**src/rtl/mux_arb_pkg.sv**
```systemverilog
// Shared constants and helpers for the registered N-channel arbitrating mux.
// The mode encodings and the wrap-around increment are used by the top level.
package mux_arb_pkg;

    localparam logic MODE_FIXED = 1'b0;
    localparam logic MODE_RR    = 1'b1;

    // (idx + 1) mod n, written so a non-power-of-two channel count wraps cleanly
    function automatic logic [31:0] wrap_inc(input logic [31:0] idx, input logic [31:0] n);
        logic [31:0] nxt_v;
        nxt_v = idx + 32'd1;
        return (nxt_v >= n) ? 32'd0 : nxt_v;
    endfunction

endpackage

```
**src/rtl/rr_pick.sv**
```systemverilog
// Combinational round-robin picker: returns the first requesting index at or
// after start, wrapping from N-1 back to 0.
module rr_pick #(
    parameter int N     = 8,
    parameter int SEL_W = $clog2(N)
) (
    input  logic [N-1:0]     req,
    input  logic [SEL_W-1:0] start,
    output logic [SEL_W-1:0] gnt_idx,
    output logic             gnt_any
);

    logic [SEL_W-1:0] idx_s;

    // Scan offsets from the far end so the nearest requester after start is the last one kept.
    always_comb begin
        gnt_idx = '0;
        idx_s   = '0;
        gnt_any = |req;
        for (int k = N - 1; k >= 0; k--) begin
            idx_s   = SEL_W'((int'(start) + k) % N);
            gnt_idx = req[idx_s] ? idx_s : gnt_idx;
        end
    end

endmodule

```
**src/rtl/mux_arb_reg.sv**
```systemverilog
// Registered N-channel, W-bit mux with valid/ready on every port; fixed-select
// or round-robin arbitration, one word accepted per cycle into an output register.
module mux_arb_reg
    import mux_arb_pkg::*;
#(
    parameter int N     = 8,
    parameter int W     = 1,
    parameter int SEL_W = $clog2(N)
) (
    input  logic               clk,
    input  logic               rst_n,
    input  logic [N*W-1:0]     in_data,
    input  logic [N-1:0]       in_valid,
    output logic [N-1:0]       in_ready,
    input  logic               mode,
    input  logic [SEL_W-1:0]   sel,
    output logic [W-1:0]       out_data,
    output logic [SEL_W-1:0]   out_chan,
    output logic               out_valid,
    input  logic               out_ready
);

    // Channel space padded to a power of two so any sel value indexes safely;
    // padded channels are never valid and carry zero data.
    localparam int NP = 1 << SEL_W;

    logic [NP-1:0]    valid_pad_s;
    logic [W-1:0]     chan_s [NP];
    logic [SEL_W-1:0] rr_idx_s;
    logic             rr_any_s;
    logic [SEL_W-1:0] gnt_s;
    logic             gnt_any_s;
    logic             space_s;
    logic             load_s;

    logic [SEL_W-1:0] ptr_r;
    logic [W-1:0]     out_data_r;
    logic [SEL_W-1:0] out_chan_r;
    logic             out_valid_r;

    assign valid_pad_s = NP'(in_valid);

    for (genvar i = 0; i < NP; i++) begin : g_chan
        if (i < N) begin : g_real
            assign chan_s[i] = in_data[i*W +: W];
        end else begin : g_pad
            assign chan_s[i] = '0;
        end
    end

    rr_pick #(
        .N     (N),
        .SEL_W (SEL_W)
    ) u_rr_pick (
        .req     (in_valid),
        .start   (ptr_r),
        .gnt_idx (rr_idx_s),
        .gnt_any (rr_any_s)
    );

    // Mode mux: external select or rotating pointer decides this cycle's grant.
    always_comb begin
        gnt_s     = '0;
        gnt_any_s = 1'b0;
        if (mode == MODE_RR) begin
            gnt_s     = rr_idx_s;
            gnt_any_s = rr_any_s;
        end else begin
            gnt_s     = sel;
            gnt_any_s = valid_pad_s[sel];
        end
    end

    // Space looks at out_ready in the same cycle so a streaming consumer sees no bubbles.
    assign space_s  = ~out_valid_r | out_ready;
    assign load_s   = gnt_any_s & space_s;
    assign in_ready = load_s ? (N'(1'b1) << gnt_s) : '0;

    // Output register: capture the granted word, drain on accept, otherwise hold.
    always_ff @(posedge clk or negedge rst_n) begin
        if (!rst_n) begin
            out_data_r  <= '0;
            out_chan_r  <= '0;
            out_valid_r <= 1'b0;
        end else if (load_s) begin
            out_data_r  <= chan_s[gnt_s];
            out_chan_r  <= gnt_s;
            out_valid_r <= 1'b1;
        end else if (out_ready) begin
            out_valid_r <= 1'b0;
        end else begin
            out_valid_r <= out_valid_r;
        end
    end

    // Round-robin pointer advances past the winner only in round-robin mode.
    always_ff @(posedge clk or negedge rst_n) begin
        if (!rst_n) begin
            ptr_r <= '0;
        end else if (load_s && (mode == MODE_RR)) begin
            ptr_r <= SEL_W'(wrap_inc(32'(gnt_s), 32'(N)));
        end else begin
            ptr_r <= ptr_r;
        end
    end

    assign out_data  = out_data_r;
    assign out_chan  = out_chan_r;
    assign out_valid = out_valid_r;

endmodule

```
**config.mk**
```make
export PLATFORM = sky130hd
export DESIGN_NAME = mux_arb_reg
export DESIGN_NICKNAME = d
export VERILOG_FILES = /design/src/rtl/mux_arb_pkg.sv /design/src/rtl/rr_pick.sv /design/src/rtl/mux_arb_reg.sv
export SDC_FILE = /design/constraint.sdc
export NUM_CORES = 1
export LEC_CHECK = 0
export ABC_AREA = 1
export CORE_MARGIN = 1
export CORE_UTILIZATION = 40
export CTS_BUF_LIST = sky130_fd_sc_hd__clkbuf_4
export DETAILED_ROUTE_END_ITERATION = 8
export GPL_ROUTABILITY_DRIVEN = 1
export PLACE_DENSITY = 0.68
export SYNTH_ARGS = -nofsm -noshare
export SYNTH_HDL_FRONTEND = slang
export SYNTH_HIERARCHICAL = 1
export SYNTH_SLANG_ARGS = --single-unit
export TNS_END_PERCENT = 50
```
**constraint.sdc**
```tcl
create_clock -name clk -period 3.1 [get_ports clk]
set_clock_uncertainty 0.15 [all_clocks]
set_input_delay 0.62 -clock clk [delete_from_list [all_inputs] [get_ports clk]]
set_output_delay 0.62 -clock clk [all_outputs]
set_load 0.005 [all_outputs]
```
Yosys cells after proc, flatten, opt, wreduce, memory -nomap -nowiden
Index checks and enable logic that the tools add are counted.

Register bits after elaboration: 8. Latch bits: 0. RAM bits: 0. ROM bits: 0. Input port bits: 23. Word-level logic and storage cells: 66. Memories: 0.

Add/sub/neg operators: 8. $mul: 0. Divide/modulo/power cells: 0. $lt $le $gt $ge: 11. Equal/unequal tests: 0. Shift-type cells: 1. Muxes and demuxes: 35. Bitwise gates (word level): 4. Reduce and logical (&&, ||, !) cells: 3.

Operators with widths (number): $lt A3 B4 Y1 const B (9); $bmux W1 S3 (10); $mux W3 (10); $mux W1 (14); $add A3 B3 Y3 const B (4); $ge A4 B4 Y1 const B (2); $mux W8 (1); $reduce_or A8 Y1 (1); $shl A1 B3 Y8 const A (1); $add A3 B2 Y3 const B (2); $add A3 B1 Y4 const B (1); $not A3 Y4 (1); $add A3 B1 Y3 const B (1); $reduce_bool A2 Y1 (1); $and A1 B1 Y1 (1); $logic_and A1 B1 Y1 (1); $not A1 Y1 (1); $or A1 B1 Y1 (1).

Logic depth before layout (Yosys ltp)
Depth in word-level cells: 16. Depth in mapped cells: 25.

By module
Netlist, hierarchy kept.

By module, submodules not included: mux_arb_reg (instances 1, cells each 104, area each 733.2 sq um); rr_pick (instances 1, cells each 129, area each 688.2 sq um).

Worst setup path before layout
Ideal clock, no wire load.

Kind: flip-flop to output port. Start: register ptr_r[1]. End: output port in_ready[7]. Arrival time: 2.540 ns. Required time: 2.330 ns. Slack: -0.210 ns. Stages on the path, launching flop included: 24. Path through: dfrtp_1 > buf_6 > inv_4 > ha_1 > buf_4 > inv_2 > nand3_1 > nand3_2 > nand2_2 > a21oi_1 > o21ai_1 > nand2_1 > nand2_1 > nand2_1 > nand2_1 > nand2_1 > inv_1 > nand2_1 > nand2_1 > inv_1 > ha_1 > ha_1 > inv_1 > nor2_1.

Cells in the longest elaborated chain, start to end: 14. Elaborated cells on any way between the ends: 34. Those cells by class: 7 x add/sub; 1 x shift; 26 x mux.

Ends and longest elaborated chain: from (decl) (line mux_arb_reg.sv:36) `logic [SEL_W-1:0] ptr_r;`; from (signal assigned) (line mux_arb_reg.sv:101) `ptr_r <= SEL_W'(wrap_inc(32'(gnt_s), 32'(N)));`; from (signal assigned) (line mux_arb_reg.sv:103) `ptr_r <= ptr_r;`; $add A3 B3 Y3 (line rr_pick.sv:21) `idx_s = SEL_W'((int'(start) + k) % N);`; $bmux W1 S3 (line rr_pick.sv:22) `gnt_idx = req[idx_s] ? idx_s : gnt_idx;`; $mux W1 (implied by the code) (line rr_pick.sv:22); $mux W3 (7 in a row) (line rr_pick.sv:22); $mux W3 * (line rr_pick.sv:22); net rr_idx_s[0] (line mux_arb_reg.sv:29) `logic [SEL_W-1:0] rr_idx_s;`; $mux W3 * (line mux_arb_reg.sv:65) `if (mode == MODE_RR) begin`; net gnt_s[0] (line mux_arb_reg.sv:31) `logic [SEL_W-1:0] gnt_s;`; $shl A1 B3 Y8 * (line mux_arb_reg.sv:77) `assign in_ready = load_s ? (N'(1'b1) << gnt_s) : '0;`; $mux W8 * (line mux_arb_reg.sv:77); to (decl) (line mux_arb_reg.sv:14) `output logic [N-1:0] in_ready,`.

The timed path passes the listed nets; every way through them passes the cells marked *. The select of a mux whose other input is x is not followed.

Final worst setup path
Start: input port in_valid[2]. End: output port in_ready[4].

Cells in the longest elaborated chain, start to end: 13. Elaborated cells on any way between the ends: 32. Those cells by class: 1 x shift; 29 x mux; 1 x bitwise; 1 x reduce/logical.

Ends and longest elaborated chain: from (decl) (line mux_arb_reg.sv:13) `input logic [N-1:0] in_valid,`; $bmux W1 S3 (line rr_pick.sv:22); $mux W1 (implied by the code) (line rr_pick.sv:22); $mux W3 (7 in a row) (line rr_pick.sv:22); $mux W3 * (line rr_pick.sv:22); net rr_idx_s[1] (line mux_arb_reg.sv:29); $mux W3 * (line mux_arb_reg.sv:65); $shl A1 B3 Y8 * (line mux_arb_reg.sv:77); $mux W8 * (line mux_arb_reg.sv:77).

Marked as above.

==> metrics.txt <==
Yosys warning total 6; # nets final 360; Max IR drop VDD a little under 0.001 V; setup_tns -2.61 ns; gr ovfl total 0; CP endpoint kind output pin; RSZ-0062 raised after global routing true; CTS Buffer Depth 2; failing checks setup timing; vias in the first global route 1663; core area between 3000 and 4000 µm²; leak pwr between 0.001 and 0.0015 µW; clock transition at the registers of the reported paths 0.05 ns; Max-Cap Viols 0; DR vias around 1.9k; final setup violation count 8; Synth area leader nand2_1; I/O Pins 36; first-pass GRT wire length ~7000 µm; RD Place Congestion between 0.9 and 1; share of cells above drive strength 1 ~46%; # clock sinks 8; Area growth, synth to finish 76.1%; FMAX about 290 MHz; largest net degree at the start of global routing 13; IO Port Bufs 35; initial DRC count between 100 and 150; Die Width 61.6 µm; CTS tree built; Avg WL per Cell about 13 µm; most common cell after layout, fill and taps aside nand2_1; crit start category primary input; root buf cell clkbuf_4; dpl hpwl about 3500 µm; vias per std cell 4.97; outcome finished, violations left; most frequent cells in the layout 69 x nand2_1, 60 x buf_4, 28 x nand3_1, 19 x clkdlybuf4s50_1, 16 x inv_1; #FFs+latches synth 8; GRT Total Usage approximately a quarter; largest cells by area after synthesis nand2_1 20%, dfrtp_1 14%, nand3_1 13%, nand3_2 8.5%, ha_1 6.2%; DIE AREA about 3800 µm²; H-tree levels 1; hold buffers post-CTS 0; initial antenna violation count 0; Worst Path Required 2.33 ns; post-synth top area share 19.8%; Util after Layout between 70% and 80%; Worst Path Class, Setup primary input to output pin; Chip Height 61.6 µm; Synth Instances 233; row count 21; final slew viol count 0; Synth Area per Inst just over 6 µm²; number of diodes 0; Hold Violations, Final 0; fin crit share 113%; FILL cells 293; Distinct cells, synth 30; # DRC 0; Min-Delay Path Class flop to flop; final WL 4720 µm; final worst slack -0.390 ns; sequential-to-total area share from yosys stat between 10% and 20%; drt first pass iters 4; total clock buffers created by CTS 3; starting density of the core a little over two fifths; CP Max Fanout 4; Mapped Nets roughly 260; synthesized cell area approximately 1400 µm²; Tightest Pin Transition between 0.3 and 0.4 ns; power per cell area 1300 nW/µm²; Routed Antenna Nets 0; Final min period between 3 and 4 ns; worst endpoint data arrival time around 2.7 ns; worst skew pair latency approximately 0.24 ns; Rel. slew slack 75.6%
## final timing paths
path / startpoint / to / slack [ns] / cells after the start
min: out_chan[1] / out_chan[1] / 0.34 / 2
max: in_valid[2] / in_ready[4] / -0.39 / 17
max in group asynchronous: rst_n / ptr_r[1] / 2.05 / 1
min reg2reg: out_chan[1] / out_chan[1] / 0.34 / 2
max reg2reg: ptr_r[1] / out_data / 0.02 / 26
min in group asynchronous: rst_n / out_chan[0] / 0.49 / 1
## logic make-up (layout without fill, tap and decap cells)
logic type / count (synthesis) / in the layout / synth area share, %
adder cells (fa/ha/maj): 7 / 7 / 6.16
buffers and inverters: 34 / 129 / 12.2
multiplexers: 1 / 1 / 0.792
AO/OA/AOI/OAI: 17 / 17 / 6.69
flip-flops: 8 / 8 / 14.1
AND/OR/NAND/NOR: 164 / 164 / 58.8
XOR/XNOR: 2 / 2 / 1.23
## cell usage after synthesis
library cell / number
a21oi_1: 6
a21oi_2: 1
buf_4: 2
buf_6: 3
buf_8: 1
dfrtp_1: 8
ha_1: 7
inv_1: 21
inv_2: 5
inv_4: 2
mux2_2: 1
nand2_1: 75
nand2_2: 11
nand2_4: 1
nand3_1: 37
nand3_2: 12
nand3b_1: 7
nand4_1: 1
nor2_1: 7
nor2_2: 2
nor2_4: 2
nor3_1: 6
nor4_1: 2
o211ai_1: 1
o21ai_0: 4
o21ai_1: 4
o21ai_2: 1
or2_2: 1
xnor2_1: 1
xor2_1: 1
## report_power, final
group | total, µW | internal (µW) | switching, µW
Combinational | 2960 | 1390 | 1570
Clock | 74.5 | 44.0 | 30.5
Sequential | 215 | 154 | 61.0
Total | 3250 | 1590 | 1660
## final cells by class
type | instances | area (µm²) | share of cell area (%)
Multi-Input combinational cell | 191 | 1310 | 52.3
Timing Repair Buffer | 98 | 791 | 31.6
Tap cell | 46 | 57.6 | 2.30
Inverter | 28 | 120 | 4.80
Clock buffer | 3 | 22.5 | 0.900
Sequential cell | 8 | 203 | 8.10
## through the flow
stage | cell area [µm²] | hold slack, ns | std cells | worst slack (ns) | total power (µW)
after global placement | 2200 | 0.328 | 356 | -0.929 | 2530
final | 2500 | 0.337 | 374 | -0.390 | 3250
after floorplan | 1500 | 0.174 | 233 | 0.000893 | 1700
after global routing | 2500 | 0.370 | 374 | -0.562 | 3540
after CTS | 2410 | 0.347 | 374 | -0.357 | 3030
after detailed placement | 2200 | 0.331 | 356 | -0.955 | 2550
## sequential cells by signal, summed over array words and instances, names as in the netlist
name / flops
out_chan: 3
out_data: 1
out_valid: 1
ptr_r: 3
## per-layer routing
metal	GRT usage [%]	vias to the layer above	wire length (µm)
li1	-	949	-
met5	0	-	0
met3	3.15	4	217
met1	33.8	856	2160
met4	7.94	0	36
met2	40.9	50	2310
## timing repair
item / CTS / global route
gates resized for setup: 71 / 14
hold endpoints to repair: 0 / 0
setup buffers: 15 / 0
pin swaps: 17 / 9
setup endpoints to repair: 8 / 9
## critical path, stage by stage
cell and delay, ns:
dlygate4sd2_1 0.27, nand2_1 0.11, nand3_1 0.11, nand3_1 0.15, nand2_1 0.12, a21oi_1 0.13
nand3_1 0.08, nand2_1 0.06, nand2_1 0.04, nand2_1 0.07, a21oi_2 0.06, buf_4 0.14
o21ai_4 0.15, ha_1 0.16, inv_1 0.06, nor3_2 0.16, clkdlybuf4s15_2 0.22
Note: power is estimated with default switching activity, not from simulation.
